==> config.mk <==
export PLATFORM = sky130hd
export DESIGN_NAME = cpu_core_param
export DESIGN_NICKNAME = d
export VERILOG_FILES = /design/src/rtl/cpu_core_pkg.sv /design/src/rtl/cpu_alu.sv /design/src/rtl/cpu_core_param.sv
export SDC_FILE = /design/constraint.sdc
export NUM_CORES = 1
export LEC_CHECK = 0
export CAP_MARGIN = 0
export CORE_MARGIN = 2
export CORE_UTILIZATION = 45
export DETAILED_ROUTE_END_ITERATION = 8
export GPL_TIMING_DRIVEN = 0
export PLACE_DENSITY = 0.68
export SYNTH_ARGS = -nofsm -noshare
export SYNTH_HDL_FRONTEND = slang
export SYNTH_SLANG_ARGS = --single-unit
==> constraint.sdc <==
create_clock -name clk -period 4.3 [get_ports clk]
set_clock_uncertainty 0.05 [all_clocks]
set_input_delay 0.86 -clock clk [delete_from_list [all_inputs] [get_ports clk]]
set_output_delay 0.86 -clock clk [all_outputs]
set_load 0.02 [all_outputs]
==> src/rtl/cpu_core_pkg.sv <==
// -----------------------------------------------------------------------------
// cpu_core_pkg
// Shared encodings for the parametrised accumulator CPU core:
//   opcode_e : 4-bit instruction opcodes (0..15)
//   mode_e   : host operating modes driven on the 2-bit `mode` port
//   cond_e   : JUMPTOIF condition selects driven on the 2-bit `cond_sel` port
// -----------------------------------------------------------------------------
package cpu_core_pkg;

  typedef enum logic [3:0] {
    OP_LOAD     = 4'd0,
    OP_STORE    = 4'd1,
    OP_ADD      = 4'd2,
    OP_MUL      = 4'd3,
    OP_SUB      = 4'd4,
    OP_SHIFTL   = 4'd5,
    OP_SHIFTR   = 4'd6,
    OP_JUMPTOIF = 4'd7,
    OP_LOGICAND = 4'd8,
    OP_LOGICOR  = 4'd9,
    OP_EQ       = 4'd10,
    OP_NEQ      = 4'd11,
    OP_BITAND   = 4'd12,
    OP_BITOR    = 4'd13,
    OP_LOGICNOT = 4'd14,
    OP_BITNOT   = 4'd15
  } opcode_e;

  typedef enum logic [1:0] {
    LOADPROG = 2'd0,
    LOADDATA = 2'd1,
    SETRUNPT = 2'd2,
    RUNPROG  = 2'd3
  } mode_e;

  typedef enum logic [1:0] {
    COND_EXT    = 2'd0,
    COND_C      = 2'd1,
    COND_Z      = 2'd2,
    COND_ALWAYS = 2'd3
  } cond_e;

endpackage

==> src/rtl/cpu_alu.sv <==
// -----------------------------------------------------------------------------
// cpu_alu
// Purely combinational ALU for the accumulator CPU.
// Ports:
//   op     in  opcode_e : current instruction
//   regval in  DW       : accumulator value
//   opd    in  DW       : operand word (data memory at the PC)
//   result out DW       : new accumulator value (valid when wr_reg)
//   carry  out 1        : new carry flag (valid when wr_c)
//   wr_reg out 1        : opcode updates the accumulator
//   wr_c   out 1        : opcode updates the carry flag (ADD, SUB, MUL)
// -----------------------------------------------------------------------------
import cpu_core_pkg::*;

module cpu_alu #(
  parameter int DW = 4
) (
  input  opcode_e       op,
  input  logic [DW-1:0] regval,
  input  logic [DW-1:0] opd,
  output logic [DW-1:0] result,
  output logic          carry,
  output logic          wr_reg,
  output logic          wr_c
);

  // Largest meaningful shift distance; anything bigger is clamped to it.
  localparam logic [DW-1:0] SH_MAX = DW'(DW - 1);

  logic [DW:0]     sum;
  logic [DW:0]     diff;
  logic [2*DW-1:0] prod;
  logic [DW-1:0]   sh;

  always_comb begin
    sum    = {1'b0, regval} + {1'b0, opd};
    // The extra MSB of a zero-extended subtraction is the borrow.
    diff   = {1'b0, regval} - {1'b0, opd};
    prod   = {{DW{1'b0}}, regval} * {{DW{1'b0}}, opd};
    sh     = (opd > SH_MAX) ? SH_MAX : opd;

    result = regval;
    carry  = 1'b0;
    wr_reg = 1'b1;
    wr_c   = 1'b0;

    case (op)
      OP_LOAD:     result = opd;
      OP_STORE:    wr_reg = 1'b0;
      OP_ADD: begin
        result = sum[DW-1:0];
        carry  = sum[DW];
        wr_c   = 1'b1;
      end
      OP_SUB: begin
        result = diff[DW-1:0];
        carry  = diff[DW];
        wr_c   = 1'b1;
      end
      OP_MUL: begin
        result = prod[DW-1:0];
        carry  = |prod[2*DW-1:DW];
        wr_c   = 1'b1;
      end
      OP_SHIFTL:   result = regval << sh;
      OP_SHIFTR:   result = regval >> sh;
      OP_JUMPTOIF: wr_reg = 1'b0;
      OP_LOGICAND: result = {{(DW-1){1'b0}}, (|regval) & (|opd)};
      OP_LOGICOR:  result = {{(DW-1){1'b0}}, (|regval) | (|opd)};
      OP_EQ:       result = {{(DW-1){1'b0}}, regval == opd};
      OP_NEQ:      result = {{(DW-1){1'b0}}, regval != opd};
      OP_BITAND:   result = regval & opd;
      OP_BITOR:    result = regval | opd;
      OP_LOGICNOT: result = {{(DW-1){1'b0}}, regval == '0};
      OP_BITNOT:   result = ~regval;
      default:     wr_reg = 1'b0;
    endcase
  end

endmodule

==> src/rtl/cpu_core_param.sv <==
// -----------------------------------------------------------------------------
// cpu_core_param
// Single-accumulator CPU with 2**AW program words (4 bit) and 2**AW data
// words (DW bit). The host loads program/data, sets the start PC, then
// single-steps (i_step) or free-runs (i_run in RUNPROG mode).
// Ports:
//   clk, rst_n           : clock, asynchronous active-low reset
//   i_step               : one-cycle action strobe for the current mode
//   i_run                : free-run level, effective only in RUNPROG
//   mode [1:0]           : LOADPROG / LOADDATA / SETRUNPT / RUNPROG
//   data_in [DW-1:0]     : host write data / opcode / start PC
//   cond_ext, cond_sel   : JUMPTOIF condition source and select
//   pc, regval, c_flag   : registered architectural state
//   z_flag               : combinational regval == 0
//   halted               : taken self-jump has stopped execution
//   icount [CW-1:0]      : saturating executed-instruction counter
// -----------------------------------------------------------------------------
import cpu_core_pkg::*;

module cpu_core_param #(
  parameter int DW = 4,
  parameter int AW = 4,
  parameter int CW = 16
) (
  input  logic          clk,
  input  logic          rst_n,
  input  logic          i_step,
  input  logic          i_run,
  input  logic [1:0]    mode,
  input  logic [DW-1:0] data_in,
  input  logic          cond_ext,
  input  logic [1:0]    cond_sel,
  output logic [AW-1:0] pc,
  output logic [DW-1:0] regval,
  output logic          c_flag,
  output logic          z_flag,
  output logic          halted,
  output logic [CW-1:0] icount
);

  localparam int DEPTH = 2**AW;
  // Common width wide enough to slice an opcode (4 bits) or an address (AW
  // bits) out of a DW-bit word, even when DW is narrower than either.
  localparam int XW0 = (DW > AW) ? DW : AW;
  localparam int XW  = (XW0 > 4) ? XW0 : 4;

  logic [3:0]    prog_q [DEPTH];
  logic [3:0]    prog_d [DEPTH];
  logic [DW-1:0] data_q [DEPTH];
  logic [DW-1:0] data_d [DEPTH];
  logic [AW-1:0] pc_q, pc_d;
  logic [DW-1:0] regval_q, regval_d;
  logic          c_q, c_d;
  logic          halted_q, halted_d;
  logic [CW-1:0] icount_q, icount_d;

  logic          act;
  opcode_e       op;
  logic [DW-1:0] opd;
  logic [XW-1:0] din_x;
  logic [XW-1:0] opd_x;
  logic [AW-1:0] pc_inc;
  logic [AW-1:0] target;
  logic          cond_true;
  logic [DW-1:0] alu_result;
  logic          alu_carry;
  logic          alu_wr_reg;
  logic          alu_wr_c;

  assign act    = i_step | (i_run & (mode == RUNPROG));
  assign op     = opcode_e'(prog_q[pc_q]);
  assign opd    = data_q[pc_q];
  assign din_x  = XW'(data_in);
  assign opd_x  = XW'(opd);
  assign pc_inc = pc_q + AW'(1);
  assign target = opd_x[AW-1:0];

  cpu_alu #(.DW(DW)) u_alu (
    .op     (op),
    .regval (regval_q),
    .opd    (opd),
    .result (alu_result),
    .carry  (alu_carry),
    .wr_reg (alu_wr_reg),
    .wr_c   (alu_wr_c)
  );

  always_comb begin
    cond_true = 1'b0;
    case (cond_e'(cond_sel))
      COND_EXT:    cond_true = cond_ext;
      COND_C:      cond_true = c_q;
      COND_Z:      cond_true = (regval_q == '0);
      COND_ALWAYS: cond_true = 1'b1;
      default:     cond_true = 1'b0;
    endcase
  end

  always_comb begin
    prog_d   = prog_q;
    data_d   = data_q;
    pc_d     = pc_q;
    regval_d = regval_q;
    c_d      = c_q;
    halted_d = halted_q;
    icount_d = icount_q;

    if (act) begin
      case (mode_e'(mode))
        LOADPROG: begin
          prog_d[pc_q] = din_x[3:0];
          pc_d         = pc_inc;
        end
        LOADDATA: begin
          data_d[pc_q] = data_in;
          pc_d         = pc_inc;
        end
        SETRUNPT: begin
          pc_d     = din_x[AW-1:0];
          halted_d = 1'b0;
          icount_d = '0;
        end
        RUNPROG: begin
          if (!halted_q) begin
            if (icount_q != '1) icount_d = icount_q + CW'(1);
            if (alu_wr_reg) regval_d = alu_result;
            if (alu_wr_c)   c_d      = alu_carry;
            // A STORE aimed at the current PC lands on this same edge; the
            // operand read this cycle is the old word.
            if (op == OP_STORE) data_d[target] = regval_q;
            if (op == OP_JUMPTOIF) begin
              if (cond_true) begin
                pc_d = target;
                // Taken jump onto itself can never make progress: stop here.
                if (target == pc_q) halted_d = 1'b1;
              end else begin
                pc_d = pc_inc;
              end
            end else begin
              pc_d = pc_inc;
            end
          end
        end
        default: ;
      endcase
    end
  end

  always_ff @(posedge clk or negedge rst_n) begin
    if (!rst_n) begin
      for (int i = 0; i < DEPTH; i++) begin
        prog_q[i] <= '0;
        data_q[i] <= '0;
      end
      pc_q     <= '0;
      regval_q <= '0;
      c_q      <= 1'b0;
      halted_q <= 1'b0;
      icount_q <= '0;
    end else begin
      prog_q   <= prog_d;
      data_q   <= data_d;
      pc_q     <= pc_d;
      regval_q <= regval_d;
      c_q      <= c_d;
      halted_q <= halted_d;
      icount_q <= icount_d;
    end
  end

  assign pc     = pc_q;
  assign regval = regval_q;
  assign c_flag = c_q;
  assign z_flag = (regval_q == '0);
  assign halted = halted_q;
  assign icount = icount_q;

endmodule

==> flow_metrics.py, run 1 <==
metrics = {
    "yosys": {
        "synth_ff_type": "dfrtp_1",
        "synth_compound_area_share_pct": 14.2,
        "synth_top_area_share_pct": 39.1,
        "yosys-top-cells-area": "dfrtp_1, mux2_2, mux4_2",
        "synth_nets": 975,
        "yosysTopAreaCell": "dfrtp_1",
        "synth.avg_cell_area_um2": 10.6,
        "synth-simple-area-share_pct": 13.5,
        "yosys_register_bits": 154,
        "postSynthCellCount": 927,
        "ys_async_sr_fraction_pct": 100,
        "ys_warn_count": 0,
        "synth_top_family_by_area": "multiplexers",
        "synth_xor_area_share_pct": 1.78,
        "synth-adder-area-share_pct": 4.91,
        "yosysUniqueCellTypes": 81,
        "synthMuxAreaShare_pct": 22.7,
        "synth_edf_count": 0,
        "post_synth_instance_area_um2": 9850,
        "ys_seq_area_share_pct": 39.1,
    },
    "worst_setup_path": {
        "cpPeakStageDelay_ns": 0.56,
        "worstSetupPathType": "flop to flop",
        "crit_family": "adder cells",
        "start_kind": "flop",
        "crit_path_max_fanout": 8,
        "cp.arrival_ns": 4.69,
        "critPathSlowestCell": "mux4_2",
        "crit_buf_inv": 3,
        "path_cells": "buf_12 > mux4_2 > mux4_2 > clkbuf_16 > nand2_4 > fa_1 > inv_2 > fa_1 > ha_1 > a21o_1 > a21oi_2 > o21bai_1 > a21oi_1 > xor2_1 > a21oi_2 > o22ai_1 > a41oi_1",
        "required_ns": 4.53,
        "r2r-start": "pc[1]",
        "cp-end-kind": "flop",
        "rr_endpoint": "c_flag",
        "r2r_slack_ns": -0.16,
        "reg2reg_depth": 17,
    },
    "clock_tree": {
        "clk_pin_slew_worst_paths_ns": 0.08,
        "cts_buffers": 17,
        "worst_skew_pair.late_latency_ns": 0.44,
        "clockRootBuffer": "clkbuf_16",
        "cts_hold_buf": 0,
        "ctsLongestPathBuffers": 2,
        "ctsHtreeMaxLevel": 4,
        "cts_tree": "yes",
        "cts_sinks": 154,
    },
    "global_routing": {
        "grtUsageTotal_pct": 26.6,
        "grt_max_degree": 89,
        "first_global_vias": 8224,
        "grt_antenna_before_repair": 0,
        "grt_pass1_wl_mm": 48.0,
        "gr-total-overflow": 0,
    },
    "sta": {
        "finalHoldViolCount": 0,
        "relSlewSlack_pct": 30.5,
        "rsz0062_at_grt": "yes",
        "max_freq_mhz": 224,
        "fin_crit_sh_pct": 104,
        "finalSetupTns_ns": -0.168,
        "maxSlewViolCount": 0,
        "tightestPinTransition_ns": 1.03,
        "setup_viol": 2,
        "finalCriticalPeriod_ns": 4.46,
        "setup_ws_ns": -0.160,
        "hold_slack_ns": 0.441,
    },
    "min_path": {
        "hold_path_depth": 1,
        "min_from": "data_q[51]",
        "hp-class": "flop to flop",
        "hold_path_end": "data_q[51]",
    },
    "routing": {
        "wirelength_mm": 30.9,
        "num_vias": 8426,
        "drt_iter0_drc": 983,
        "ant_nets": 0,
        "viasPerCell": 6.36,
        "first_pass_iters": 5,
        "post_drt_wl_per_cell_um": 23.4,
        "drc": 0,
    },
    "floorplan": {
        "die_h_um": 152,
        "dieArea_um2": 23100,
        "io_pins": 40,
        "core_um2": 21600,
        "fp.dieW_um": 152,
        "rows": 54,
        "start_util_pct": 45.5,
    },
    "status": {
        "status": "complete, but fails checks",
        "violations": "setup timing",
    },
    "power_and_ir_drop": {
        "sequentialPowerShare_pct": 28.8,
        "peakVddDrop_mv": 0.330,
        "p_per_area_nw_per_um2": 588,
        "p_comb_share_pct": 49.1,
        "intPower_uw": 4100,
        "total_leakage_power_uw": 0.00517,
        "power.share.clock_pct": 22.1,
        "switching_share_pct": 40.9,
        "p_total_uw": 6940,
        "p_switching_uw": 2840,
    },
    "cells_and_area": {
        "diodes": 0,
        "fin_cells": 1324,
        "drive_gt1_share_pct": 28.8,
        "nets": 1080,
        "fin_util_pct": 54.6,
        "synthToLayoutAreaGrowth_pct": 20.0,
    },
    "place": {
        "dp_hpwl_mm": 21.7,
        "gp_congestion": 0.974,
        "placed_cells": 1242,
        "port-buffer-count": 34,
    },
    "flow_run": {
        "cap_violations": 0,
    },
}
state kept, by name, indices dropped and copies added (netlist names):
name,count
halted,1
prog_q,64
c_flag,1
regval,4
icount,16
data_q,64
pc,4
layout by cell type, fill, tap and decap left out, drive strengths merged, types with 18 or more instances in the layout:
cell type and count:
nand2 94, dfrtp 154, nor3 18, a22o 25
mux4 27, ha 29, clkbuf 48, clkdlybuf4s50 33
o21ai 49, nand3 36, nor2 68, buf 72
mux2i 19, mux2 127, inv 28, a21oi 31
o22ai 19
layout make-up:
class,instances,area (um^2)
Tap cell,280,350
Inverter,26,104
Sequential cell,154,3860
Clock buffer,18,429
Timing Repair Buffer,87,779
Buffer,48,368
Fill cell,1863,9810
Multi-Input combinational cell,698,5770
Clock inverter,13,158
layer usage:
layer	part of all wire, %	GRT usage, %
met2	44	40.2
met3	8.6	5.93
met1	42	36.6
met5	0	0
met4	4.8	12.3
Yosys cell counts (all sizes together), types with 5 or more instances:
| master | instances |
|---|---|
| and2 | 10 |
| dfrtp | 154 |
| xnor2 | 10 |
| ha | 29 |
| a22o | 25 |
| a31oi | 8 |
| inv | 21 |
| fa | 6 |
| nand2 | 94 |
| a22oi | 10 |
| nor2 | 68 |
| clkinv | 5 |
| clkbuf | 30 |
| and3 | 6 |
| or3 | 9 |
| nor4 | 7 |
| nand3 | 36 |
| xor2 | 10 |
| a21oi | 31 |
| o22ai | 19 |
| mux4 | 27 |
| nor3 | 18 |
| mux2i | 19 |
| buf | 19 |
| o32ai | 6 |
| mux2 | 127 |
| o21ai | 49 |
| nand4 | 7 |
| o31ai | 6 |
how the worst max path moves through the flow:
stage	endpoint	cells after the start	from	slack, ns
final	c_flag	17	pc[1]	-0.16
after global routing	c_flag	17	pc[1]	-0.36
after CTS	c_flag	21	pc[1]	-0.27
after detailed placement	c_flag	21	pc[1]	-0.62
after global placement	pc[3]	1	rst_n	-4.65
after floorplan	c_flag	20	pc[0]	0.01
power by group through the flow:
| stage | clock (uW) | combinational (uW) | sequential [uW] |
|---|---|---|---|
| after floorplan | 0 | 2070 | 1990 |
| after global placement | 0 | 2900 | 2010 |
| after detailed placement | 0 | 2930 | 2020 |
| after CTS | 1560 | 3200 | 1990 |
| after global routing | 1620 | 3630 | 2040 |
| final | 1540 | 3410 | 2000 |
cell families after synthesis:
group	after synthesis
AOI/OAI and AO/OA	197
xor gates and xnor gates	20
adders and majority gates	35
buffers and inverters	75
DFF	154
muxes	173
and+or+nand+nor	273
through the flow:
stage | instance area [um^2] | setup WS [ns]
floorplan | 9920 | 0.0116
global placement | 10600 | -4.65
detailed placement | 10600 | -0.618
CTS | 11600 | -0.270
global route | 11800 | -0.362
finish | 11800 | -0.160
what timing repair did:
item | 4_1_cts | 5_1_grt
endpoints found under the hold margin | 0 | 0
pin swaps | 21 | 18
endpoints found under the setup margin | 2 | 11
setup buffers | 35 | 21
resized for setup | 32 | 15
(Power assumes the default switching activity.)
==> run 2, diff against run 1 <==
Settings changed: CORE_MARGIN 2 to default, CORE_UTILIZATION 45 to 34, PLACE_DENSITY 0.68 to 0.54.
Clock period 4.3 ns to 5.18 ns, I/O delays scaled along.
==> flow_metrics.py, run 2 (synthesis gave the netlist of run 1 again) <==
metrics = {
    "floorplan": {
        "dieArea_um2": 29600,
        "rows": 61,
        "core_um2": 28200,
        "io_pins": 40,
        "die_h_um": 172,
        "start_util_pct": 35.0,
        "fp.dieW_um": 172,
    },
    "routing": {
        "viasPerCell": 5.82,
        "wirelength_mm": 31.5,
        "drt_iter0_drc": 698,
        "first_pass_iters": 7,
        "drc": 0,
        "ant_nets": 0,
        "post_drt_wl_per_cell_um": 22.9,
        "num_vias": 8012,
    },
    "worst_setup_path": {
        "cp.arrival_ns": 5.27,
        "start_kind": "flop",
        "crit_path_max_fanout": 10,
        "path_cells": "buf_6 > buf_4 > buf_4 > and2_2 > a221oi_4 > a22oi_2 > and2_4 > clkinv_2 > nand2_1 > fa_1 > inv_1 > fa_1 > ha_1 > a21o_1 > a21oi_2 > o21bai_1 > a21oi_2 > xor2_1 > a21oi_2 > o22ai_1 > a41oi_1",
        "worstSetupPathType": "flop to flop",
        "cpMostUsedCell": "a21oi_2",
        "cpPeakStageDelay_ns": 0.56,
        "cp-end-kind": "flop",
        "critPathSlowestCell": "fa_1",
        "required_ns": 5.40,
    },
    "cells_and_area": {
        "synthToLayoutAreaGrowth_pct": 15.4,
        "postLayoutCellArea_um2": 11400,
        "layout_commonest_cell": "dfrtp_1",
        "layout_common_cells": "dfrtp_1, mux2_2, nand2_1, nor2_1, o21ai_0",
        "fin_cells": 1376,
        "nets": 1031,
        "drive_gt1_share_pct": 24.1,
    },
    "power_and_ir_drop": {
        "p_per_area_nw_per_um2": 478,
        "peakVddDrop_mv": 0.224,
        "total_leakage_power_uw": 0.00486,
    },
    "status": {
        "status": "finished clean",
    },
    "clock_tree": {
        "ctsHtreeMaxLevel": 4,
        "clk_pin_slew_worst_paths_ns": 0.07,
        "clockRootBuffer": "clkbuf_16",
        "ctsLongestPathBuffers": 2,
        "cts_sinks": 154,
        "cts_buffers": 17,
        "worst_skew_pair.late_latency_ns": 0.44,
        "cts_tree": "yes",
    },
    "sta": {
        "rsz0062_at_grt": "no",
        "fin_crit_sh_pct": 97.4,
        "tightestPinTransition_ns": 0.960,
        "setup_viol": 0,
        "max_freq_mhz": 198,
        "finalCriticalPeriod_ns": 5.05,
        "relSlewSlack_pct": 35.5,
        "finalHoldViolCount": 0,
        "maxSlewViolCount": 0,
    },
    "global_routing": {
        "grt_pass1_wl_mm": 48.8,
        "grt_antenna_before_repair": 2,
        "first_global_vias": 7979,
        "grt_max_degree": 102,
        "gr-total-overflow": 0,
        "grtUsageTotal_pct": 22.4,
    },
    "place": {
        "dp_hpwl_mm": 22.8,
        "port-buffer-count": 34,
        "gp_congestion": 0.943,
        "place_area_um2": 10700,
        "placed_cells": 1340,
    },
    "min_path": {
        "hp-class": "flop to flop",
    },
    "flow_run": {
        "cap_violations": 0,
    },
}
run 2: changes by cell type in the layout (fill, tap and decap cells not counted), moves of 3 or more:
cell    delta
mux2_2     +3
buf_12     -8
buf_8      +3
mux2_4     -3
buf_4     -43
run 2: final timing paths:
check                                start         end  slack, ns  cells after the start
worst min-delay path            data_q[56]  data_q[56]       0.44                      1
min in group asynchronous            rst_n  prog_q[41]       0.46                      1
max in group asynchronous            rst_n  data_q[25]       3.76                      2
worst max register to register       pc[3]      c_flag       0.13                     21
worst max-delay path                 pc[3]      c_flag       0.13                     21
worst min register to register  data_q[56]  data_q[56]       0.44                      1
run 2: power by group:
part / internal [uW] / switching (uW)
Sequential: 1470 / 177
Combinational: 995 / 1570
Clock: 640 / 574
run 2: area by class of cell:
cell class,count,area (um^2)
Buffer,47,274
Tap cell,378,473
Clock inverter,12,106
Antenna cell,2,5.00
Multi-Input combinational cell,698,5690
Clock buffer,20,447
Inverter,26,100
Timing Repair Buffer,39,403
Sequential cell,154,3860
Fill cell,2727,16800
run 2: metrics by stage:
step	utilization (%)	setup slack, ns	hold WS (ns)	TNS (ns)	total power [uW]
after global placement	37.8	-3.64	0.423	-558.00	4110
after floorplan	-	0.519	0.401	0	3330
after global routing	40.3	0.00373	0.459	0	5710
final	40.3	0.134	0.438	0	5430
after detailed placement	38.0	-0.503	0.428	-0.636	4130
after CTS	40.0	0.000577	0.444	0	5370
run 2: layer usage:
metal | global-route usage, % | part of all wire (%) | up-vias | wire length [um]
li1 | - | - | 3583 | -
met1 | 30.6 | 45 | 4025 | 14200
met2 | 35.8 | 46 | 348 | 14400
met3 | 3.59 | 6.6 | 56 | 2080
met4 | 7.89 | 2.6 | 0 | 820
met5 | 0 | 0 | - | 0
run 2: worst max-delay path: cells and delay by family (launching register included):
family                   cells  cell delay, ns
flip-flops                   1            0.39
adder cells (fa/ha/maj)      3            1.41
buffers and inverters        5            0.78
AND/OR/NAND/NOR              3            0.53
AO/OA/AOI/OAI                9            1.48
XOR/XNOR                     1            0.23
run 2: timing repair:
action,4_1_cts,5_1_grt
endpoints found under the setup margin,2,1
pin swaps,1,3
hold endpoints to repair,0,0
gates resized for setup,9,11
hold buffers,0,0
setup buffers,1,3
